==> config.mk <==
export PLATFORM = sky130hd
export DESIGN_NAME = skew_event_counter
export DESIGN_NICKNAME = d
export VERILOG_FILES = /design/src/rtl/skew_event_counter.sv
export SDC_FILE = /design/constraint.sdc
export NUM_CORES = 1
export LEC_CHECK = 0
export CAP_MARGIN = 20
export CORE_UTILIZATION = 25
export CTS_CLUSTER_DIAMETER = 150
export DETAILED_ROUTE_END_ITERATION = 6
export GPL_ROUTABILITY_DRIVEN = 0
export RECOVER_POWER = 25
export REMOVE_ABC_BUFFERS = 1
export SYNTH_ARGS = -nofsm -noshare
export SYNTH_HDL_FRONTEND = slang
export SYNTH_SLANG_ARGS = --single-unit
==> constraint.sdc <==
create_clock -name clk -period 3.95 [get_ports clk]
set_clock_uncertainty 0.1 [all_clocks]
set_input_delay 1.185 -clock clk [delete_from_list [all_inputs] [get_ports clk]]
set_output_delay 1.185 -clock clk [all_outputs]
set_load 0.05 [all_outputs]
==> src/rtl/skew_event_counter.sv <==
// rtl/skew_event_counter.sv - wrapping event counter with synchronous clear and count enable.
module skew_event_counter #(
    parameter int WIDTH = 8
) (
    input  logic             clk,
    input  logic             rst,
    input  logic             clr_i,
    input  logic             en_i,
    output logic [WIDTH-1:0] count_o
);

    logic [WIDTH-1:0] count_q;
    logic [WIDTH-1:0] count_d;

    always_comb begin
        count_d = count_q;
        if (clr_i) begin
            count_d = '0;
        end else if (en_i) begin
            count_d = count_q + WIDTH'(1);
        end
    end

    always_ff @(posedge clk) begin
        if (rst) begin
            count_q <= '0;
        end else begin
            count_q <= count_d;
        end
    end

    assign count_o = count_q;

endmodule

==> flow_summary_export.csv, run 1 <==
group,metric,value,unit
synthesis,yosys_warnings,0,
timing,worst_pin_slew,0.4908,ns
timing,hold_viol_final,0,
finish,fin_area,485.5,µm²
global_routing,grt_use_total,8.690,%
worst_setup_path,worst_path_largest_cell_delay,0.84,ns
clock_network,ctsHoldBuffers,0,
worst_setup_path,cp-start-kind,"flop",
synthesis,yosysTopAreaCellShare,46.38,%
route,drc,0,
pwr,p_leak,0.1743,nW
route,first_iter_violations,8,
global_routing,grt_pass1_vias,215,
timing,fin_crit,2.789,ns
pwr,finalPower,0.1534,mW
timing,maxSlewHeadroom,67.18,%
min_path,min_path_type,"flop to flop",
finish,final_layout_size_suffix_gt1_share,8.000,%
clock_network,ctsHtreeMaxLevel,1,
worst_setup_path,cpMaxStageDelayCell,"clkdlybuf4s50_1",
route,dr.pass1.iters,4,
route,routed_wl,583,µm
synthesis,syn_inst,38,
floorplan,die_width,39.17,µm
worst_setup_path,critPathMaxFanout,6,
floorplan,fp.dieH,39.17,µm
pwr,irDropWorstVdd,0.1078,mV
synthesis,synth-seq-area-share,46.38,%
route,routedWlPerCell,8.969,µm
finish,final_core_util,37.78,%
finish,largest_reg_flops,8,
finish,multi_input_comb_area,173.9,µm²
pwr,p_per_area,316.1,nW/µm²
clock_network,cts_buffers,3,
clock_network,cts_root_buf,"clkbuf_4",
finish,n_fill_cell,143,
synthesis,syn_area,345.3,µm²
timing,fmax,358.6,MHz
placement,dp.cells,62,
clock_network,cts_setup_buffers,0,
clock_network,cts_tree,"done",
route,viasPerCell,4.492,
clock_network,clkLatencyLatePin,0.25,ns
worst_setup_path,worstPathArrival,1.50,ns
clock_network,cts.sinks,8,
worst_setup_path,path_buf_inv,1,
placement,port_buffers,11,
worst_setup_path,cp_cell_sequence,"clkdlybuf4s50_1",
route,dr_total_vias,292,
synthesis,ys_seq_elements,8,
clock_network,clkSlewWorstSetupHoldPaths,0.05,ns
global_routing,grt.overflow.total,0,
timing,fin_tns_setup,0,ns
global_routing,antenna_found_initial,0,
global_routing,grt_pass1_wl,883,µm
route,ant_nets,0,
placement,dp_slack,1.307,ns
synthesis,synthTopCellsByArea,"dfxtp_1, xor2_1, nor2_1, or3_1, a21oi_1",
timing,setup_viol,0,
finish,layout_commonest_cell,"clkdlybuf4s50_1",
worst_setup_path,crit_type,"flop to output pin",
finish,register_area,160.2,µm²
floorplan,core_area,1285,µm²
clock_network,clock_path_buffers,2,
flow_run,drv_cap,0,
timing,rsz0062_at_grt,"false",
timing,timing.hold.ws,0.3906,ns
finish,nNetsFinal,57,
synthesis,synth_area_per_cell,9.088,µm²
floorplan,placementRows,13,
global_routing,grt_max_degree,9,
synthesis,synth_top_cell_by_area,"dfxtp_1",
floorplan,initial_utilization,26.87,%
timing,setup_slack,1.161,ns
floorplan,die_area,1534,µm²
timing,drv_slew,0,
worst_setup_path,crit_family,"buffers and inverters",
worst_setup_path,endpoint_kind,"output pin",
finish,antenna_cells,0,
timing,period_share,70.60,%
floorplan,ios,12,
status,status,"completed",
clock_network,cts_resized,0,
finish,final-instance-count-excl-fill,65,
finish,layout_common_cells,"clkdlybuf4s50_1, dfxtp_1, nor2_1",
finish,area_delta_synth_final,40.58,%
worst_setup_path,cp.required,2.66,ns
synthesis,synth_cell_types,16,
placement,placed_area,462.9,µm²
==> cells in the mapped netlist <==
cell / count
nor2_1: 5
nand3_1: 2
xnor2_1: 1
or2_2: 1
dfxtp_1: 8
o21ai_0: 3
buf_4: 1
xor2_1: 3
clkbuf_1: 1
or3_1: 3
nand2_1: 2
nand4_1: 2
a21oi_1: 3
nand4_2: 1
ha_1: 1
mux2i_1: 1
==> cell type report <==
class,instances,area share [%]
well taps,15,3.866
repair buffers,11,22.68
clock buffers,3,4.639
flip-flops and latches,8,32.99
multi-input cells,28,35.82
==> where the power goes <==
group	switching (mW)	total [mW]	internal, mW
Combinational	0.00577	0.0107	0.00496
Sequential	0.000979	0.0826	0.0816
Clock	0.0255	0.0601	0.0346
==> metal layers <==
layer	up-vias	part of all wire, %	GRT usage, %
met5	-	0	0
met4	0	0	2.586
met3	0	5.0	5.202
met2	8	42	10.83
met1	127	52	12.03
li1	157	-	-
==> worst paths after layout <==
path / start / endpoint / slack, ns / cells past startpoint
worst max-delay path: count_o[3] / count_o[3] / 1.16 / 1
worst min-delay path: count_o[7] / count_o[7] / 0.39 / 2
worst min register to register: count_o[7] / count_o[7] / 0.39 / 2
worst max register to register: count_o[0] / count_o[6] / 2.57 / 4
==> logic make-up (layout without fill, tap and decap cells) <==
kind of cell | Yosys count | after routing | synth area share (%)
fa+ha+maj | 1 | 1 | 3.623
flops | 8 | 8 | 46.38
mux | 1 | 1 | 2.899
simple gates | 16 | 16 | 25.00
compound gates | 6 | 6 | 8.693
xor+xnor | 4 | 4 | 10.15
buf+inv | 2 | 14 | 3.261
Power figures use the tool's default switching activity.
==> run 2: changes to the inputs <==
Clock period 3.95 ns to 2.6 ns, I/O delays scaled along.
==> flow_summary_export.csv, run 2 (same netlist as run 1, synthesis figures left out) <==
group,metric,value,unit
worst_setup_path,worstPathArrival,1.54,ns
global_routing,grt_pass1_vias,204,
global_routing,grt_max_degree,9,
timing,rsz0062_at_grt,"false",
clock_network,cts_resized,0,
pwr,power_frac_comb,7.0,%
route,met2_length,273,µm
floorplan,fp.dieH,39.17,µm
route,routedWlPerCell,9.538,µm
clock_network,clkSlewWorstSetupHoldPaths,0.05,ns
worst_setup_path,timing.rr.start,"count_o[0]",
route,viasPerCell,4.738,
finish,final_layout_size_suffix_gt1_share,8.000,%
worst_setup_path,endpoint_kind,"output pin",
pwr,p_sw,0.05196,mW
finish,area_delta_synth_final,40.58,%
flow_run,drv_cap,0,
clock_network,ctsHtreeMaxLevel,1,
pwr,p_per_area,486.8,nW/µm²
timing,setup_viol,0,
clock_network,cts_setup_buffers,0,
pwr,p_clk_share,40.0,%
global_routing,grt_use_total,9.069,%
route,top_layer,"met3",
pwr,finalPower,0.2363,mW
clock_network,cts_root_buf,"clkbuf_4",
timing,hold_viol_final,0,
floorplan,core_area,1285,µm²
clock_network,cts.sinks,8,
pwr,p_leak,0.1741,nW
floorplan,die_width,39.17,µm
global_routing,antenna_found_initial,0,
worst_setup_path,cpMaxStageDelayCell,"clkdlybuf4s50_1",
placement,placed_area,462.9,µm²
timing,fin_crit,2.416,ns
finish,n_fill_cell,133,
pwr,irDropWorstVdd,0.1482,mV
worst_setup_path,crit_type,"flop to output pin",
timing,fin_tns_setup,0,ns
route,met3_length,14,µm
timing,period_share,92.93,%
placement,dp_slack,0.3467,ns
route,drc,0,
timing,worst_pin_slew,0.4910,ns
worst_setup_path,critPathLaunch,"count_o[3]",
timing,drv_slew,0,
finish,nNetsFinal,57,
route,first_iter_violations,8,
pwr,intPower,0.1844,mW
route,dr.pass1.iters,3,
finish,fin_area,485.5,µm²
worst_setup_path,critPathMaxFanout,6,
global_routing,grt.overflow.total,0,
finish,final_core_util,37.78,%
timing,fmax,413.9,MHz
min_path,min_path_type,"flop to flop",
worst_setup_path,worst_path_largest_cell_delay,0.85,ns
placement,port_buffers,11,
finish,layout_commonest_cell,"clkdlybuf4s50_1",
clock_network,clock_path_buffers,2,
worst_setup_path,crit_family,"buffers and inverters",
global_routing,grt_pass1_wl,855,µm
floorplan,die_area,1534,µm²
timing,setup_slack,0.1839,ns
clock_network,cts_tree,"done",
pwr,sw_frac_of_total,21.99,%
worst_setup_path,cp.required,1.72,ns
route,dr_total_vias,308,
finish,largest_reg_flops,8,
route,routed_wl,620,µm
min_path,min_from,"count_o[7]",
finish,layout_common_cells,"clkdlybuf4s50_1, dfxtp_1, nor2_1",
worst_setup_path,cp-start-kind,"flop",
timing,maxSlewHeadroom,67.16,%
floorplan,initial_utilization,26.87,%
clock_network,ctsHoldBuffers,0,
worst_setup_path,path_buf_inv,1,
route,ant_nets,0,
clock_network,cts_buffers,3,
clock_network,clkLatencyLatePin,0.25,ns
status,status,"completed",
route,wl_met1,333,µm
floorplan,placementRows,13,
floorplan,ios,12,
finish,antenna_cells,0,
pwr,seqPwrFrac,53.0,%
worst_setup_path,cp_cell_sequence,"clkdlybuf4s50_1",
## run 2: cell types whose count changed in the layout (fill, tap and decap cells not counted)
cell | before | now
clkdlybuf4s50_1 | 9 | 10
dlygate4sd3_1 | 2 | 1
## run 2: worst paths after layout
check               endpoint  slack, ns  depth (start not counted)
hold reg to reg   count_o[7]       0.39                          2
hold / removal    count_o[7]       0.39                          2
setup reg to reg  count_o[6]       1.21                          4
setup / recovery  count_o[3]       0.18                          1
## run 2: layout make-up
cell class	instances	area [µm²]	share of cell area, %
clock buffer	3	22.52	4.639
multi-input combinational	28	173.9	35.82
sequential	8	160.2	32.99
tap	15	18.77	3.866
timing repair buffer	11	110.1	22.68
## run 2: routing by layer
metal,global-route usage [%],vias up
li1,-,157
met1,12.46,146
met2,9.167,5
met3,3.468,0
met4,10.34,0
met5,0,-
## run 2: through the flow
stage	cells	hold slack [ns]
6_report	65	0.3935
5_1_grt	65	0.4010
4_1_cts	65	0.3921
3_5_place_dp	62	0.3823
3_3_place_gp	62	0.3814
2_1_floorplan	36	0.6134
## run 2: power groups by stage
| stage | combinational, mW | sequential, mW | clock, mW |
|---|---|---|---|
| 2_1_floorplan | 0.00482 | 0.132 | 0 |
| 3_3_place_gp | 0.0173 | 0.128 | 0 |
| 3_5_place_dp | 0.0172 | 0.128 | 0 |
| 4_1_cts | 0.0173 | 0.125 | 0.100 |
| 5_1_grt | 0.0178 | 0.125 | 0.106 |
| 6_report | 0.0166 | 0.125 | 0.0945 |
==> RTL edit 1: new RTL, flow settings as in run 1 <==
Set the parameter `WIDTH` to 12 (it was 8).
--- a/src/rtl/skew_event_counter.sv
+++ b/src/rtl/skew_event_counter.sv
@@ -1,6 +1,6 @@
 // rtl/skew_event_counter.sv - wrapping event counter with synchronous clear and count enable.
 module skew_event_counter #(
-    parameter int WIDTH = 8
+    parameter int WIDTH = 12
 ) (
     input  logic             clk,
     input  logic             rst,
Ports: changed (resized count_o); port bits go from 12 to 16. The function was not compared with the original's and may differ.
==> RTL edit 1 against run 1 <==
  * Global-route usage increased by 1.5 points
  * Synthesized area increased by 63%
  * First-iteration DRC count decreased by 75%
  * Sequential cell count increased by 4
  * Synthesized cell count increased by 63%
  * Combinational power increased by 20%
  * Design area increased by 55%
  * Register-to-register slack got worse by 390 ps
  * Via count increased by 69%
  * Worst setup slack got worse by 29 ps
  * Power increased by 36%
  * Routed wire length increased by 92%
==> RTL edit 1: results (changes against run 1) <==
stage	metric	value	unit	change
run_status	outcome	complete, no violations		unchanged
detailed_routing	DR vias	493		was 292
detailed_routing	Detailed Routing Iterations Pass 1	3		was 4
cells_and_area	layout cells sized above 1	0.0633		was 0.0800
synthesis	mux cell area share after synthesis	0.0533		was 0.0290
cells_and_area	NumNets Final	86		was 57
synthesis	largest cells by area after synthesis	dfxtp_1, mux2i_1, nand2_1, a21oi_1, o31ai_1		was dfxtp_1, xor2_1, nor2_1, or3_1, a21oi_1
synthesis	Commonest cells post-synth	dfxtp_1, nand2_1, a21oi_1, nor2_1		was dfxtp_1, nor2_1
critical_path	crit-path leading delay family	buffers and inverters		unchanged
power_and_ir_drop	Pleak	0.240	nW	was 0.174 nW
clocking	clk slew on worst S/H paths	70	ps	was 50 ps
cells_and_area	max reg flops	12		was 8
placed_design	Placed Cells	103		was 62
critical_path	Reg-to-Reg Start	count_o[0]		unchanged
synthesis	post-synthesis compound-gate area fraction	0.120		was 0.0870
power_and_ir_drop	Worst VDD drop	0.214	mV	was 0.108 mV
placed_design	Port Buf Inserts	15		was 11
critical_path	CP max stage cell	clkdlybuf4s50_1		unchanged
critical_path	Worst Setup EP	count_o[2]		was count_o[3]
synthesis	synth warn	0		unchanged
clocking	CTS max path bufs	2		unchanged
critical_path	Critical Path Start	count_o[2]		was count_o[3]
detailed_routing	1st-iter DRT viols	2		was 8
cells_and_area	antenna diode count	0		unchanged
clocking	clk_lat worst skew	270	ps	was 250 ps
synthesis	register area share after synthesis	0.427		was 0.464
synthesis	XOR/XNOR Fraction of Synth Area	0.0467		was 0.101
cells_and_area	fill count	233		was 143
global_routing	vias in the first global route	442		was 215
clocking	# H-tree levels	1		unchanged
critical_path	end of the worst register-to-register path	count_o[10]		was count_o[6]
synthesis	cell count after synthesis	62		was 38
critical_path	Worst Path Arrival	1530	ps	was 1500 ps
global_routing	first-pass GRT wire length	1890	um	was 883 um
detailed_routing	final WL	1120	um	was 583 um
clocking	setup bufs post-CTS	0		unchanged
clocking	Post-CTS Resized	0		unchanged
synthesis	Netlist cell types	24		was 16
critical_path	critical path peak fanout	5		was 6
cells_and_area	fin cells	106		was 65
timing	Max-slew headroom	0.668		was 0.672
critical_path	R2R setup slack	2180	ps	was 2570 ps
global_routing	GRT Overall Usage	0.101		was 0.0869
synthesis	Post-Synth Adder-Cell Area	0.0222		was 0.0362
[RTL edit 1: worst min-delay path by stage]
stage             endpoint         from  slack (ps)  cells after the start
3_5_place_dp   count_o[11]  count_o[11]         370                      2
6_report       count_o[11]  count_o[11]         380                      2
3_3_place_gp   count_o[11]  count_o[11]         370                      2
4_1_cts        count_o[11]  count_o[11]         390                      2
5_1_grt         count_o[9]   count_o[9]         410                      2
2_1_floorplan  count_o[11]  count_o[11]         580                      2
[RTL edit 1: cell families after synthesis]
logic type,count (synthesis)
muxes,3
DFF,12
AOI/OAI and AO/OA,11
and+or+nand+nor,28
adders and majority gates,1
xor gates and xnor gates,3
buffers and inverters,4
[RTL edit 1: where the power goes]
part           internal (W)  switching [W]  leakage, nW
logic            0.00000566     0.00000718        0.129
registers          0.000122    0.000000987       0.0968
clock network     0.0000352      0.0000375       0.0138
total              0.000163      0.0000457        0.240
[RTL edit 1: stage by stage]
stage,utilization,power [W],setup WS [ps],instance area (sq um)
2_1_floorplan,-,0.000132,1840,559
3_3_place_gp,0.364,0.000139,1120,743
3_5_place_dp,0.364,0.000139,1090,743
4_1_cts,0.375,0.000211,1070,766
5_1_grt,0.368,0.000214,1070,751
6_report,0.368,0.000208,1130,751
[RTL edit 1: area by class of cell]
cell class	count	share of cell area
Multi-Input combinational cell	46	0.390
Sequential cell	12	0.320
Timing Repair Buffer	15	0.200
Tap cell	27	0.0450
Clock buffer	3	0.0300
Inverter	3	0.0150
[RTL edit 1: layer usage]
layer	global-route usage	vias to the layer above	part of all wire
li1	-	261	-
met2	0.158	14	0.39
met4	0.0143	0	0
met5	0	-	0
met1	0.131	218	0.55
met3	0.0463	0	0.058
==> RTL edit 2: new RTL, config.mk and constraints of run 1 <==
Without the edit above. Register the output `count_o` once more, cleared by the reset; this adds one clock of latency there.
--- a/src/rtl/skew_event_counter.sv
+++ b/src/rtl/skew_event_counter.sv
@@ -29,7 +29,13 @@
         end
     end
 
-    assign count_o = count_q;
+    always_ff @(posedge clk) begin
+        if (rst) begin
+            count_o <= '0;
+        end else begin
+            count_o <= count_q;
+        end
+    end
 
 endmodule
 
Behaviour: not the same (Yosys sat finds a counterexample within 4 cycles, from zero or initial values and one cycle with rst high).
==> RTL edit 2 against run 1 <==
  * Power increased by 67%
  * Worst setup slack improved by 130 ps
  * Global-route usage about the same
  * Sequential cell count increased by 8
  * Fmax increased by 4.7%
  * Cell count increased by 43%
  * Synthesized area increased by 60%
  * Critical path type unchanged
  * Routed wire length increased by 46%
  * Design area increased by 46%
  * Largest cell class is now registers
==> RTL edit 2: results (changes against run 1) <==
stage	metric	value	unit	change
synthesis	XOR/XNOR Fraction of Synth Area	0.0633		was 0.101
run_status	outcome	complete, no violations		unchanged
clocking	clk slew on worst S/H paths	90	ps	was 50 ps
cells_and_area	fill count	222		was 143
synthesis	Netlist cell types	17		was 16
placed_design	dpl cell area	688	sq um	was 463 sq um
detailed_routing	1st-iter DRT viols	0		was 8
cells_and_area	fin cells	93		was 65
synthesis	register area share after synthesis	0.579		was 0.464
critical_path	R2R setup slack	2580	ps	was 2570 ps
synthesis	mux cell area share after synthesis	0.0181		was 0.0290
placed_design	post-place setup slack	1280	ps	was 1310 ps
synthesis	largest cells by area after synthesis	dfxtp_1, nor2b_1, xor2_1, nor2_1, or3_1		was dfxtp_1, xor2_1, nor2_1, or3_1, a21oi_1
cells_and_area	post-route cell area	711	sq um	was 485 sq um
power_and_ir_drop	P_sw	0.0000531	W	was 0.0000323 W
power_and_ir_drop	pwr dens	360	nW/um^2	was 316 nW/um^2
placed_design	Placed Cells	90		was 62
worst_hold_path	hold_sp	count_q[7]		was count_o[7]
power_and_ir_drop	clock power share	0.319		was 0.392
synthesis	post-synthesis compound-gate area fraction	0.0543		was 0.0870
global_routing	first-pass GRT wire length	1520	um	was 883 um
global_routing	GRT Overall Usage	0.0868		was 0.0869
detailed_routing	Detailed Routing Iterations Pass 1	1		was 4
synthesis	Post-Synth Adder-Cell Area	0.0226		was 0.0362
worst_hold_path	Worst Hold Path Cells	1		was 2
power_and_ir_drop	sequential cell power	0.000163	W	was 0.0000826 W
critical_path	Reg-to-Reg Start	count_q[0]		was count_o[0]
clocking	clk_lat worst skew	270	ps	was 250 ps
synthesis	cell count after synthesis	54		was 38
critical_path	Critical Path Max Stage Delay	790	ps	was 840 ps
timing	Final Hold Slack	381	ps	was 391 ps
cells_and_area	NumNets Final	73		was 57
cells_and_area	layout cells sized above 1	0.0758		was 0.0800
[RTL edit 2: cell types whose count changed after synthesis, sizes merged]
cell	delta
dfxtp	+8
nor2b	+8
[RTL edit 2: worst max-delay path by stage]
stage                          start  cells past startpoint         end
final                     count_o[1]                      1  count_o[1]
after global routing      count_o[4]                      1  count_o[4]
after CTS                 count_o[6]                      1  count_o[6]
after detailed placement        en_i                      4  count_q[7]
after global placement          en_i                      4  count_q[7]
after floorplan                 en_i                      3  count_q[7]
[RTL edit 2: per-layer routing]
metal | routed length [um] | vias to the layer above | share of wire | GRT usage
met1 | 412 | 167 | 0.48 | 0.103
met2 | 388 | 10 | 0.46 | 0.125
met3 | 43 | 2 | 0.050 | 0.0374
met4 | 8 | 0 | 0.0094 | 0.0588
li1 | - | 205 | - | -
met5 | 0 | - | 0 | 0
[RTL edit 2: layout make-up]
cell class	count	share of cell area
multi-input combinational	36	0.315
clock buffer	3	0.0317
timing repair buffer	11	0.155
tap	27	0.0475
sequential	16	0.451
